### src/rtl/sync_pulse_gen_if.sv
// Bundle of the sync_pulse_gen control inputs and pulse/status outputs.
// The master side drives en/arm/ext_sync/period. The slave side (the generator) drives the rest.
interface sync_pulse_gen_if #(
    parameter int PERIOD_WIDTH = 16,
    parameter int COUNT_WIDTH  = 32
) ();
    logic                    en;
    logic                    arm;
    logic                    ext_sync;
    logic [PERIOD_WIDTH-1:0] period;
    logic                    sync_out;
    logic [COUNT_WIDTH-1:0]  sync_count;
    logic [1:0]              state_o;
    logic                    period_err;

    modport master (
        output en, arm, ext_sync, period,
        input  sync_out, sync_count, state_o, period_err
    );

    modport slave (
        input  en, arm, ext_sync, period,
        output sync_out, sync_count, state_o, period_err
    );
endinterface

### src/rtl/sync_pulse_gen.sv
// Phase-locked periodic sync pulse generator feeding a sync_delay chain.
// Optional macro SYNC_GEN_EXT_CHECK_EN adds a sticky phase-error checker on ext_sync.
module sync_pulse_gen #(
    parameter int PERIOD_WIDTH = 16,
    parameter int PULSE_WIDTH  = 1,
    parameter int COUNT_WIDTH  = 32
) (
    input  logic            clk,
    input  logic            rst,
    sync_pulse_gen_if.slave bus
);
    typedef enum logic [1:0] {
        IDLE  = 2'b00,
        ARMED = 2'b01,
        RUN   = 2'b10
    } state_t;

    localparam logic [PERIOD_WIDTH-1:0] P_ONE   = PERIOD_WIDTH'(1);
    localparam logic [PERIOD_WIDTH-1:0] P_MIN   = PERIOD_WIDTH'(2);
    localparam logic [COUNT_WIDTH-1:0]  C_ONE   = COUNT_WIDTH'(1);
    localparam bit                      PW_FITS = (64'(PULSE_WIDTH) >> PERIOD_WIDTH) == 64'd0;
    localparam logic [PERIOD_WIDTH-1:0] PW_P    = PW_FITS ? PERIOD_WIDTH'(PULSE_WIDTH) : '1;

    function automatic logic [PERIOD_WIDTH-1:0] clamp_period(input logic [PERIOD_WIDTH-1:0] p);
        return (p < P_MIN) ? P_MIN : p;
    endfunction

    // Keeps sync_out low for at least one cycle of every period.
    function automatic logic [PERIOD_WIDTH-1:0] clamp_pulse(input logic [PERIOD_WIDTH-1:0] p);
        logic [PERIOD_WIDTH-1:0] lim;
        lim = p - P_ONE;
        return (PW_P < lim) ? PW_P : lim;
    endfunction

    function automatic logic [COUNT_WIDTH-1:0] sat_inc(input logic [COUNT_WIDTH-1:0] c);
        return (&c) ? c : c + C_ONE;
    endfunction

    state_t                  state, state_n;
    logic [PERIOD_WIDTH-1:0] period_q, period_n;
    logic [PERIOD_WIDTH-1:0] pw_q, pw_n;
    logic [PERIOD_WIDTH-1:0] phase, phase_n;
    logic                    sync_q, sync_n;
    logic [COUNT_WIDTH-1:0]  count_q, count_n;
    logic                    ext_sync_d;
    logic                    ext_edge;

    assign ext_edge = bus.ext_sync & ~ext_sync_d;

    always_ff @(posedge clk or posedge rst) begin
        if (rst) begin
            state <= IDLE;
        end else begin
            state <= state_n;
        end
    end

    // en dominates arm, arm dominates whatever the current state would do.
    always_comb begin
        state_n  = state;
        period_n = period_q;
        pw_n     = pw_q;
        phase_n  = '0;
        sync_n   = 1'b0;
        count_n  = count_q;
        if (!bus.en) begin
            state_n = IDLE;
        end else if (bus.arm) begin
            state_n  = ARMED;
            period_n = clamp_period(bus.period);
            pw_n     = clamp_pulse(period_n);
        end else begin
            case (state)
                IDLE: begin
                    state_n = IDLE;
                end
                ARMED: begin
                    if (ext_edge) begin
                        state_n = RUN;
                        sync_n  = 1'b1;
                        count_n = sat_inc(count_q);
                    end
                end
                RUN: begin
                    phase_n = (phase == period_q - P_ONE) ? '0 : phase + P_ONE;
                    sync_n  = (phase_n < pw_q);
                    if (phase_n == '0) begin
                        count_n = sat_inc(count_q);
                    end
                end
                default: begin
                    state_n = IDLE;
                end
            endcase
        end
    end

    always_ff @(posedge clk or posedge rst) begin
        if (rst) begin
            period_q   <= '0;
            pw_q       <= '0;
            phase      <= '0;
            sync_q     <= 1'b0;
            count_q    <= '0;
            ext_sync_d <= 1'b0;
        end else begin
            period_q   <= period_n;
            pw_q       <= pw_n;
            phase      <= phase_n;
            sync_q     <= sync_n;
            count_q    <= count_n;
            ext_sync_d <= bus.ext_sync;
        end
    end

`ifdef SYNC_GEN_EXT_CHECK_EN
    logic err_q, err_n;

    // The reference edge should land on the last phase so it coincides with our next pulse.
    always_comb begin
        err_n = err_q;
        if (bus.en && bus.arm) begin
            err_n = 1'b0;
        end else if (bus.en && (state == RUN) && ext_edge && (phase != period_q - P_ONE)) begin
            err_n = 1'b1;
        end
    end

    always_ff @(posedge clk or posedge rst) begin
        if (rst) begin
            err_q <= 1'b0;
        end else begin
            err_q <= err_n;
        end
    end

    assign bus.period_err = err_q;
`else
    assign bus.period_err = 1'b0;
`endif

    assign bus.sync_out   = sync_q;
    assign bus.sync_count = count_q;
    assign bus.state_o    = state;
endmodule

### src/flat_wrapper.sv
// flat-port wrapper written by rule: the top's interface ports become plain ports
module sync_pulse_gen_flat 
#(
    parameter int PERIOD_WIDTH = 16,
    parameter int PULSE_WIDTH  = 1,
    parameter int COUNT_WIDTH  = 32
)
  (clk, rst, bus_en, bus_arm, bus_ext_sync, bus_period, bus_sync_out, bus_sync_count, bus_state_o, bus_period_err);
  sync_pulse_gen_if #(.PERIOD_WIDTH(PERIOD_WIDTH), .COUNT_WIDTH(COUNT_WIDTH)) bus_i ();
  input  logic clk;
  input  logic rst;
  input wire logic [$bits(bus_i.en)-1:0] bus_en;
  input wire logic [$bits(bus_i.arm)-1:0] bus_arm;
  input wire logic [$bits(bus_i.ext_sync)-1:0] bus_ext_sync;
  input wire logic [$bits(bus_i.period)-1:0] bus_period;
  output wire logic [$bits(bus_i.sync_out)-1:0] bus_sync_out;
  output wire logic [$bits(bus_i.sync_count)-1:0] bus_sync_count;
  output wire logic [$bits(bus_i.state_o)-1:0] bus_state_o;
  output wire logic [$bits(bus_i.period_err)-1:0] bus_period_err;
  assign bus_i.en = bus_en;
  assign bus_i.arm = bus_arm;
  assign bus_i.ext_sync = bus_ext_sync;
  assign bus_i.period = bus_period;
  assign bus_sync_out = bus_i.sync_out;
  assign bus_sync_count = bus_i.sync_count;
  assign bus_state_o = bus_i.state_o;
  assign bus_period_err = bus_i.period_err;
  sync_pulse_gen #(.PERIOD_WIDTH(PERIOD_WIDTH), .PULSE_WIDTH(PULSE_WIDTH), .COUNT_WIDTH(COUNT_WIDTH)) u_core (.clk(clk), .rst(rst), .bus(bus_i));
endmodule
### config.mk
export PLATFORM = sky130hd
export DESIGN_NAME = sync_pulse_gen_flat
export DESIGN_NICKNAME = d
export VERILOG_FILES = /design/src/rtl/sync_pulse_gen_if.sv /design/src/rtl/sync_pulse_gen.sv /design/src/flat_wrapper.sv
export SDC_FILE = /design/constraint.sdc
export NUM_CORES = 1
export LEC_CHECK = 0
export CAP_MARGIN = 20
export CORE_UTILIZATION = 55
export CTS_BUF_LIST = sky130_fd_sc_hd__clkbuf_4
export DETAILED_ROUTE_END_ITERATION = 6
export PLACE_DENSITY = 0.79
export SYNTH_ARGS = -nofsm -noshare
export SYNTH_HDL_FRONTEND = slang
export SYNTH_SLANG_ARGS = --single-unit
### constraint.sdc
create_clock -name clk -period 5.2 [get_ports clk]
set_input_delay 1.04 -clock clk [delete_from_list [all_inputs] [get_ports clk]]
set_output_delay 1.04 -clock clk [all_outputs]
set_load 0.005 [all_outputs]
== Yosys cells after proc, flatten, opt, wreduce, memory -nomap -nowiden ==
Index checks and enable logic that the tools add are counted.

* Reduce and logical (&&, ||, !) cells: 6
* Bitwise gates (word level): 3
* Multiplexer cells: 18
* $lt $le $gt $ge: 3
* Add/sub/neg operators: 4
* Eq/ne operators: 7

{| class="wikitable"
|+ Operator list
! operator !! count
|-
| 16-bit 2-to-1 mux || 6
|-
| 32-bit 2-to-1 mux || 3
|-
| 32-bit one-hot mux with 2 select lines || 1
|-
| 32-bit by 1-bit adder with 32-bit output, second input constant || 1
|-
| 32-bit AND reduction || 1
|-
| 16-bit by 1-bit subtractor with 16-bit output, second input constant || 2
|-
| 16-bit by 1-bit adder with 16-bit output, second input constant || 1
|-
| 16-bit == test || 1
|-
| 16-bit zero test || 1
|-
| 1-bit by 16-bit < comparator with 1-bit output, first input constant || 1
|-
| 16-bit < comparator || 1
|-
| 16-bit by 2-bit < comparator with 1-bit output, second input constant || 1
|-
| 2-bit 2-to-1 mux || 3
|-
| 5-bit AND reduction || 1
|-
| 2-bit by 1-bit inequality test with 1-bit output, second input constant || 2
|-
| 4-bit by 3-bit inequality test with 1-bit output, second input constant || 1
|-
| 2-bit one-hot mux with 2 select lines || 1
|-
| 2-bit AND reduction || 2
|-
| 1-bit 2-to-1 mux || 3
|-
| 3-bit inequality test, second input constant || 1
|-
| 2-bit by 1-bit == test with 1-bit output, second input constant || 1
|-
| 2-bit == test, second input constant || 1
|-
| 1-bit inverter || 2
|-
| 1-bit one-hot mux with 2 select lines || 1
|-
| other kinds (2) || 2
|}

* Input port bits: 21
* Logic and storage cells: 48
* Register bits: 84
* Output and inout bits: 36

== Logic depth before layout (Yosys ltp) ==
Gate-level depths: netlist of the first run.

* Word-level depth: 7
* Gate-level depth with buffers: 21
* Gate-level depth less buffers: 18

== Worst setup path before layout of the first run ==
Ideal clock, no wire load.

* Kind: register -> register
* Start: register u_core.period_q[0]
* End: register u_core.sync_q (netlist: u_core.bus.sync_out)
* Library setup time: 65 ps
* Stages on the path, launching flop included: 22
* Required time: 5,135 ps
* Slack: 1,317 ps
* Data arrival time: 3,817 ps
* Path through: dfrtp_1 inv_1 ha_1 or4b_4 buf_6 nor2_8 mux2i_1 or3_1 a32oi_1 and4b_1 buf_6 clkbuf_1 nor2_1 ha_1 a21oi_1 nor2b_1 o21ai_0 nand2b_1 a21oi_1 o21ai_0 a211oi_1 o211a_1

* Word-level cells in the longest chain between the ends: 7

{| class="wikitable"
|+ RTL lines
! what !! line !! RTL
|-
| from (decl) || sync_pulse_gen.sv:40 || <nowiki>logic [PERIOD_WIDTH-1:0] period_q, period_n;</nowiki>
|-
| from (signal assigned) || sync_pulse_gen.sv:107 || <nowiki>period_q <= period_n;</nowiki>
|-
| 16-bit by 1-bit subtractor with 16-bit output || sync_pulse_gen.sv:85 || <nowiki>phase_n = (phase == period_q - P_ONE) ? '0 : phase + P_ONE;</nowiki>
|-
| 16-bit == test || sync_pulse_gen.sv:85 ||
|-
| 16-bit 2-to-1 mux || sync_pulse_gen.sv:85 ||
|-
| 16-bit < comparator || sync_pulse_gen.sv:86 || <nowiki>sync_n = (phase_n < pw_q);</nowiki>
|-
| 1-bit one-hot mux with 2 select lines || sync_pulse_gen.sv:73 || <nowiki>case (state)</nowiki>
|-
| 1-bit 2-to-1 mux || sync_pulse_gen.sv:68 || <nowiki>end else if (bus.arm) begin</nowiki>
|-
| 1-bit 2-to-1 mux || sync_pulse_gen.sv:66 || <nowiki>if (!bus.en) begin</nowiki>
|-
| net u_core.sync_n || sync_pulse_gen.sv:43 || <nowiki>logic sync_q, sync_n;</nowiki>
|-
| to (signal assigned) || sync_pulse_gen.sv:110 || <nowiki>sync_q <= sync_n;</nowiki>
|-
| to (decl) || sync_pulse_gen.sv:43 ||
|}

The timed path passes the listed nets, and every way through them passes these cells.
A chain may end at the register's enable or synchronous reset.

== Worst setup path in the final report of the first run ==
* Start: register u_core.period_q[5]
* End: register u_core.sync_q (netlist: u_core.bus.sync_out)

The elaborated chain is that of the path after synthesis.

==> reports/qor.yml, run 1 <==
final_antenna_net_count: 0
seq_area_frac_synth: 0.429
synth_seq_cells: 84
synth.largest_area_cell: "dfrtp_1"
ys_async_sr_fraction: 1.00
critical_path_buf_inv_count: 0
crit_chain: "or3_1 -> or3_1 -> nor4_1 -> o211ai_1 -> a31oi_1 -> and4b_1 -> nor2_1 -> ha_1 -> a21oi_1 -> nor2b_1 -> o21ai_0 -> nand2b_1 -> a211oi_1 -> o21ai_0 -> nand2_1 -> o211a_1"
fin_crit_sh: 0.842
final-hold-violation-count: 0
max_stage_delay_ns: 0.66
area_growth_pct: 14.5
cts_tree: "yes"
synth.net_count: 549
drive_gt1_frac: 0.0911
die_h_um: 96.4
antenna_found_initial: 0
total_power_uw: 1270
synth_edf_count: 0
n_antenna_cell: 0
leakagePower_uw: 0.00249
portBuffers: 55
status: "finished clean"
arrival_ns: 4.74
synthTopCellsByCount: "dfrtp_1, nor2_1, inv_1, xor2_1, xnor2_1"
cts-htree-levels: 3
routedWlPerCell_um: 15.8
power_switching_uw: 381
pwr-share-seq: 0.576
clock_sinks: 84
switching_share: 0.299
hold_class: "reg -> reg"
final_core_util: 0.647
ys.flop_type: "dfrtp_1"
ctsResizeCount: 0
path_clk_slew_ns: 0.15
tightest_slew_ns: 0.795
drt-pass1-iter-count: 4
crit_slowest_cell: "and4b_1"
endpoint_kind: "flop"
layout.nets: 597
grt-ovfl-total: 0
fp.dieW_um: 96.4
grt_pass1_vias: 3591
initial_core_util: 0.565
fin_worst_skew_ns: 0.0210
combPwrFrac: 0.145
yosys-top-cells-area: "dfrtp_1, xor2_1, xnor2_1, ha_1, nor2_1"
dieArea_um2: 9290
numCtsBuffers: 9
drv_slew: 0
cp_top_family: "simple AND/OR/NAND/NOR gates"
path_max_fanout: 20
post_cts_buffers: 0
setup_viol: 0
p_per_area_nw_per_um2: 227
yosysUniqueCellTypes: 53
p_int_uw: 892
root_buffer: "clkbuf_4"
worst_slack_ns: 0.822
dpl.hpwl_mm: 7.95
worstPathRequired_ns: 5.56
grt_usage: 0.243
routed_wl_mm: 10.5
coreArea_um2: 8680
nFillCells: 729
syn_avg_cell_area_um2: 9.67
drcViolationCount: 0
via_per_inst: 5.69
fmax_ghz: 0.228
grt_first_pass_wirelength_mm: 17.2
clock_path_buffers: 2
clk_latency_ns: 0.43
synth_cells: 507
grt_max_degree: 47
drt_iter0_drc: 282
tns_ns: 0
via_count: 3802
rsz0062_at_grt: "no"
pwr-share-clk: 0.279
min_period_ns: 4.38
ys_warn_count: 0
synth_area_um2: 4900
relSlewSlack: 0.469
cts-hold-fix-buffers: 0
synth_top_area_frac: 0.429
rows: 34
gp_congestion: 0.868
dp_slack_ns: 0.874
synth_most_common_cell: "dfrtp_1"
ir_drop_mv: 0.182
pin_count: 57
setup.worst_path.start_class: "flop"
crit_type: "reg -> reg"
maxCapViolCount: 0
[sequential cells by signal, indices dropped and copies added, names as in the netlist]
register / flops
u_core.phase: 16
u_core.ext_sync_d: 1
u_core.period_q: 16
u_core.bus.state_o: 2
u_core.bus.sync_out: 1
u_core.bus.sync_count: 32
u_core.pw_q: 16
[power by group through the flow]
stage	clock (uW)	combinational, uW	sequential (uW)
after floorplan	0	128	729
after global placement	0	179	744
after detailed placement	0	185	747
after CTS	363	186	734
after global routing	392	208	740
final	355	184	734
[worst reg2reg max path: stages, from the launching register on]
cell      delay, ns
dfrtp_1        0.54
or3_1          0.50
or3_1          0.39
nor4_1         0.29
o211ai_1       0.17
a31oi_1        0.17
and4b_1        0.67
nor2_1         0.14
ha_1           0.33
a21oi_1        0.16
nor2b_1        0.07
o21ai_0        0.19
nand2b_1       0.11
a211oi_1       0.21
o21ai_0        0.16
nand2_1        0.10
o211a_1        0.14
[placed cells by master, fill, tap and decap left out, types with 15 or more instances in the layout]
master           Yosys  final
xor2_1              36     36
clkdlybuf4s50_1      0     55
nor2_1              48     48
nand3_1             20     20
xnor2_1             32     32
dfrtp_1             84     84
ha_1                21     21
nand2_1             26     26
nor3_1              25     25
mux2_2              15     15
a21oi_1             24     24
inv_1               38     37
[per-layer routing]
metal  track usage  vias up  wire (um)
li1              -     1850          -
met1         0.330     1849       4950
met2         0.392       82       5050
met3        0.0462       21        356
met4        0.0797        0        170
met5             0        -          0
[per-stage QoR]
stage	hold slack [ns]	std cells	area, um2
3_3_place_gp	0.475	652	5490
4_1_cts	0.505	668	5610
3_5_place_dp	0.486	652	5490
5_1_grt	0.521	668	5610
2_1_floorplan	0.477	507	4900
6_report	0.498	668	5610
[kinds of logic (layout without fill, tap and decap cells)]
| family | after synthesis | after routing | synth area share |
|---|---|---|---|
| other | 1 | 1 | 0.000765 |
| xor gates and xnor gates | 68 | 68 | 0.121 |
| buffers and inverters | 60 | 113 | 0.0556 |
| muxes | 17 | 17 | 0.0385 |
| AOI/OAI and AO/OA | 62 | 62 | 0.0791 |
| adders and majority gates | 21 | 21 | 0.0536 |
| and+or+nand+nor | 194 | 194 | 0.222 |
| DFF | 84 | 84 | 0.429 |
[path summary, 6_finish.rpt]
check | start | end | slack, ns | cells after the start
setup reg to reg | u_core.period_q[5] | u_core.bus.sync_out | 0.82 | 16
hold reg to reg | u_core.bus.sync_count[25] | u_core.bus.sync_count[25] | 0.50 | 1
max in group asynchronous | rst | u_core.phase[7] | 3.16 | 3
min in group asynchronous | rst | u_core.bus.sync_count[10] | 1.02 | 2
setup / recovery | u_core.period_q[5] | u_core.bus.sync_out | 0.82 | 16
hold / removal | u_core.bus.sync_count[25] | u_core.bus.sync_count[25] | 0.50 | 1
[cell type report]
class                   instances  area, um2  area share
inverters                      38        144      0.0256
clock inverters                 6       48.8     0.00869
repair buffers                 59        581       0.103
flip-flops and latches         84       2100       0.374
well taps                     108        135      0.0241
clock buffers                  10       75.1      0.0134
multi-input cells             363       2530       0.450
(Power assumes the default switching activity.)
==> run 2: changes to the inputs <==
CORE_UTILIZATION = 53   (was 55)
clock period = 3.9 ns   (was 5.2 ns; I/O delays follow)
==> run 2 against run 1 <==
The run now ends with DRC left; combinational power is 47% higher; register-to-register slack worse by 0.63 ns; via count is 2.4% higher; fmax is 18% higher; worst setup slack worse by 0.63 ns; routed wire length is 3.6% higher; clock skew is 0.0015 ns lower; largest power group unchanged.
==> reports/qor.yml, run 2 (same netlist as run 1, synthesis figures left out) <==
pin_count: 57  # unchanged
antenna_found_initial: 0  # unchanged
via_per_inst: 5.75  # +1.1%
layout.nets: 606  # +1.5%
drcViolationCount: 3  # +3
clock_path_buffers: 2  # unchanged
drive_gt1_frac: 0.120  # +0.0284
worst_slack_ns: 0.192  # -0.629 ns
coreArea_um2: 8850  # +2.0%
stdcell_area_um2: 5760  # +2.5%
hold_class: "reg -> reg"
dpl-instance-area_um2: 5550  # +1.2%
largest_reg_flops: 32  # unchanged
ir_drop_mv: 0.190  # +4.4%
leakagePower_uw: 0.00255  # +2.5%
status: "finished, violations left"
numCtsBuffers: 9  # unchanged
initial_core_util: 0.554  # -0.0109
fin_worst_skew_ns: 0.0195  # -0.00154 ns
portBuffers: 55  # unchanged
n_antenna_cell: 0  # unchanged
final_common_cell: "dfrtp_1"
relSlewSlack: 0.519  # +0.0498
grt-ovfl-total: 0  # unchanged
final-hold-violation-count: 0  # unchanged
routed_wl_mm: 10.9  # +3.6%
drt-pass1-iter-count: 7  # +3
area_growth_pct: 17.4
fin_cells: 677  # +1.3%
grt_usage: 0.237  # -0.00617
clock_sinks: 84  # unchanged
endpoint_kind: "flop"
setup.worst_path.start_class: "flop"
path_max_fanout: 5  # -75%
die_h_um: 98.2  # +1.8%
min_period_ns: 3.71  # -0.671 ns
dieArea_um2: 9640  # +3.7%
routedWlPerCell_um: 16.1  # +2.3%
maxCapViolCount: 0  # unchanged
hold_slack_ns: 0.503  # +0.00414 ns
clk_latency_ns: 0.45  # +0.02 ns
cts-htree-levels: 3  # unchanged
crit_type: "reg -> reg"
dp_cells: 659  # +1.1%
crit_top_cell: "o21ai_1"
worstPathRequired_ns: 4.29  # -1.27 ns
layout_common_cells: "dfrtp_1, clkdlybuf4s50_1, nor2_1"
drv_slew: 0  # unchanged
fp.dieW_um: 98.2  # +1.8%
cts_tree: "yes"
violations: "DRC"
drt_iter0_drc: 170  # -40%
grt_pass1_vias: 3790  # +5.5%
final_antenna_net_count: 0  # unchanged
rows: 34  # unchanged
via_count: 3894  # +2.4%
grt_first_pass_wirelength_mm: 18.2  # +6.0%
fin_crit_sh: 0.951  # +0.109
grt_max_degree: 45  # -4.3%
path_clk_slew_ns: 0.14  # about the same
crit_slowest_cell: "or4b_4"
fmax_ghz: 0.270  # +18%
arrival_ns: 4.10  # -0.64 ns
setup_viol: 0  # unchanged
dp_slack_ns: 0.00986  # -0.864 ns
p_per_area_nw_per_um2: 310  # +37%
crit_chain: "inv_2 -> ha_4 -> or4b_4 -> nor2_8 -> mux2i_1 -> or3_1 -> a32oi_1 -> and4b_2 -> buf_4 -> nor2_1 -> ha_1 -> nor2b_1 -> o21ai_1 -> nand2b_1 -> a21oi_1 -> o21ai_1 -> a211oi_2 -> o211a_1"
tightest_slew_ns: 0.721  # -0.0738 ns
max_stage_delay_ns: 0.53  # -0.13 ns
dpl.hpwl_mm: 8.14  # +2.4%
root_buffer: "clkbuf_4"
gp_congestion: 0.950  # +9.4%
run 2: final cells by class:
cell class              instances  area [um2]
well taps                     108         135
flip-flops and latches         84        2100
clock buffers                  10        75.1
multi-input cells             363        2560
repair buffers                 68         664
clock inverters                 6        71.3
fillers                       725        3090
inverters                      38         144
run 2: path summary, 6_finish.rpt:
path	slack, ns	start	cells past startpoint	to
max	0.19	u_core.period_q[0]	18	u_core.bus.sync_out
min	0.50	u_core.bus.sync_count[15]	1	u_core.bus.sync_count[15]
max reg2reg	0.19	u_core.period_q[0]	18	u_core.bus.sync_out
min reg2reg	0.50	u_core.bus.sync_count[15]	1	u_core.bus.sync_count[15]
max in group asynchronous	2.51	rst	3	u_core.phase[4]
min in group asynchronous	0.72	rst	2	u_core.bus.sync_count[10]
run 2: power by group:
part           leakage (uW)  internal (uW)  switching (uW)
sequential          0.00109            913            63.3
clock             0.0000736            208             327
combinational       0.00139            143             127
total               0.00255           1260             517
run 2: through the flow:
step	utilization	total power, uW	TNS [ns]
finish	0.650	1780	0
CTS	0.644	1790	0
floorplan	-	1140	0
detailed placement	0.628	1250	0
global route	0.650	1870	-0.00878
global placement	0.628	1240	0
run 2: what timing repair did:
item / CTS / global route
endpoints found under the setup margin: 1 / 1
buffers inserted: 0 / 2
hold buffers: 0 / 0
pin swaps: 0 / 3
resized for setup: 1 / 13
run 2: metal layers:
layer | up-vias | wire length (um) | GRT usage
met4 | 0 | 191 | 0.106
met5 | - | 0 | 0
li1 | 1866 | - | -
met1 | 1924 | 5050 | 0.312
met3 | 20 | 343 | 0.0301
met2 | 84 | 5320 | 0.392
run 2: worst max-delay path, delay by kind of cell, from the launching register on:
kind                     cells  cell delay (ns)
multiplexers                 1             0.08
buffers and inverters        2             0.24
adder cells (fa/ha/maj)      2             0.45
AO/OA/AOI/OAI                6             0.91
flip-flops                   1             0.45
AND/OR/NAND/NOR              7             1.53
==> run 3: changes to the inputs <==
CORE_UTILIZATION = 40   (was 53)
PLACE_DENSITY = default   (was 0.79)
==> run 3 against run 2 <==
The flow now finishes without violations; sequential share of layout area fell by 0.79 points; highest routed layer unchanged; clock power rose by 9.9%; cell count increased by 7.1%; worst setup slack worse by 0.034 ns; critical endpoint unchanged; count of clock-buffer cells in the layout decreased by 1; die area up 32%; largest power group unchanged; sequential cell count stayed put; largest cell class unchanged; combinational power up 7.4%.
==> reports/qor.yml, run 3 (same netlist as run 1, synthesis figures left out) <==
layout_common_cells: "dfrtp_1, clkdlybuf4s50_1, nor2_1"
pin_count: 57  # unchanged
hold_class: "reg -> reg"
max_stage_delay_ns: 0.54  # about the same
die_h_um: 113  # +15%
worstPathRequired_ns: 4.35  # +0.06 ns
gp_congestion: 0.851  # -10%
path_clk_slew_ns: 0.16  # +0.02 ns
cts-hold-fix-buffers: 0  # unchanged
dpl.hpwl_mm: 8.19  # +0.59%
initial_core_util: 0.410  # -0.144
drt-pass1-iter-count: 5  # -2
drv_slew: 0  # unchanged
reg2regPathDepth: 18  # unchanged
clock_path_buffers: 2  # unchanged
setup.worst_path.start_class: "flop"
drcViolationCount: 0  # -3
ir_drop_mv: 0.163  # -14%
crit_type: "reg -> reg"
combPwrFrac: 0.157  # +0.005
area_growth_pct: 19.9
via_per_inst: 5.31  # -7.6%
fin_cells: 725  # +7.1%
largest_reg_flops: 32  # unchanged
n_antenna_cell: 0  # unchanged
final-hold-violation-count: 0  # unchanged
rows: 40  # +18%
cp_top_family: "simple AND/OR/NAND/NOR gates"
cp.depth: 18  # unchanged
nFillCells: 1130  # +56%
leakagePower_uw: 0.00261  # +2.2%
path_max_fanout: 5  # unchanged
status: "finished clean"
p_int_uw: 1320  # +4.5%
final_common_cell: "dfrtp_1"
cts-htree-levels: 3  # unchanged
layout.nets: 616  # +1.7%
switching_share: 0.284  # -0.00619
final_antenna_net_count: 0  # unchanged
fp.dieW_um: 113  # +15%
coreArea_um2: 12000  # +35%
pwr-share-seq: 0.524  # -0.024
crit_chain: "inv_1 -> ha_1 -> or4b_4 -> nor2_8 -> xor2_1 -> or3_1 -> a32oi_2 -> buf_4 -> and4b_1 -> nor2_1 -> ha_1 -> nor2b_1 -> o21ai_0 -> nand2b_1 -> a211oi_1 -> o21ai_1 -> nand2_1 -> o211a_1"
setup_viol: 0  # unchanged
startpoint: "u_core.period_q[1]"
via_count: 3852  # -1.1%
worst_slack_ns: 0.158  # -0.0343 ns
min_from: "u_core.bus.sync_count[25]"
grt_pass1_vias: 3706  # -2.2%
antenna_found_initial: 0  # unchanged
root_buffer: "clkbuf_4"
numCtsBuffers: 9  # unchanged
tightest_slew_ns: 0.619  # -0.102 ns
clk_latency_ns: 0.50  # +0.05 ns
dp_slack_ns: -0.00600  # -0.0159 ns
p_per_area_nw_per_um2: 314  # +1.4%
fin_crit_sh: 0.960  # +0.00881
arrival_ns: 4.19  # +0.09 ns
dp_cells: 706  # +7.1%
grt_max_degree: 34  # -24%
power_switching_uw: 524  # +1.4%
portBuffers: 55  # unchanged
drt_iter0_drc: 239  # +41%
fmax_ghz: 0.267  # -0.92%
drive_gt1_frac: 0.126  # +0.00679
endpoint_kind: "flop"
reg2reg_slack_ns: 0.16  # -0.03 ns
relSlewSlack: 0.586  # +0.0670
dpl-instance-area_um2: 5650  # +1.7%
routed_wl_mm: 11.1  # +1.9%
stdcell_area_um2: 5880  # +2.2%
reg2reg_from: "u_core.period_q[1]"
fin_worst_skew_ns: 0.0386  # +0.0191 ns
dieArea_um2: 12700  # +32%
min_period_ns: 3.74  # +0.0343 ns
grt_first_pass_wirelength_mm: 18.3  # +0.41%
crit_top_cell: "ha_1"
hold-path-cell-count: 1  # unchanged
pwr-share-clk: 0.319  # +0.019
tns_ns: 0  # unchanged
critical_path_buf_inv_count: 2  # unchanged
routedWlPerCell_um: 15.3  # -4.8%
cts_tree: "yes"
crit_slowest_cell: "or4b_4"
clock_sinks: 84  # unchanged
maxCapViolCount: 0  # unchanged
grt-ovfl-total: 0  # unchanged
grt_usage: 0.185  # -0.0521
-- run 3: repair_timing --
item,4_1_cts,5_1_grt
buffers inserted,0,3
gates cloned,0,1
resized for setup,1,9
pin swaps,0,3
endpoints found under the setup margin,1,1
-- run 3: cell type report --
cell class	count	area, um2	area share
clock buffer	9	67.6	0.0115
clock inverter	6	88.8	0.0151
inverter	38	144	0.0245
multi-input combinational	364	2580	0.438
sequential	84	2100	0.358
tap	147	184	0.0313
timing repair buffer	77	716	0.122
-- run 3: final timing paths --
path	to
worst min-delay path	u_core.bus.sync_count[25]
max in group asynchronous	u_core.pw_q[1]
min in group asynchronous	u_core.period_q[15]
worst max-delay path	u_core.bus.sync_out
worst min register to register	u_core.bus.sync_count[25]
worst max register to register	u_core.bus.sync_out
-- run 3: metrics by stage --
stage / hold WS [ns] / power [uW] / utilization
global route: 0.522 / 1930 / 0.492
finish: 0.493 / 1850 / 0.492
detailed placement: 0.480 / 1260 / 0.472
CTS: 0.500 / 1850 / 0.486
global placement: 0.476 / 1260 / 0.472
floorplan: 0.477 / 1140 / -
-- run 3: power groups by stage --
stage                     combinational, uW  clock, uW  sequential [uW]
final                                   290        588              968
after global routing                    321        633              976
after global placement                  279          0              979
after floorplan                         171          0              972
after detailed placement                283          0              981
after CTS                               285        604              964
-- run 3: metal layers --
layer | vias to the layer above | GRT usage | part of all wire
li1 | 1891 | - | -
met1 | 1874 | 0.240 | 0.47
met2 | 71 | 0.301 | 0.48
met3 | 16 | 0.0337 | 0.036
met4 | 0 | 0.0836 | 0.020
met5 | - | 0 | 0
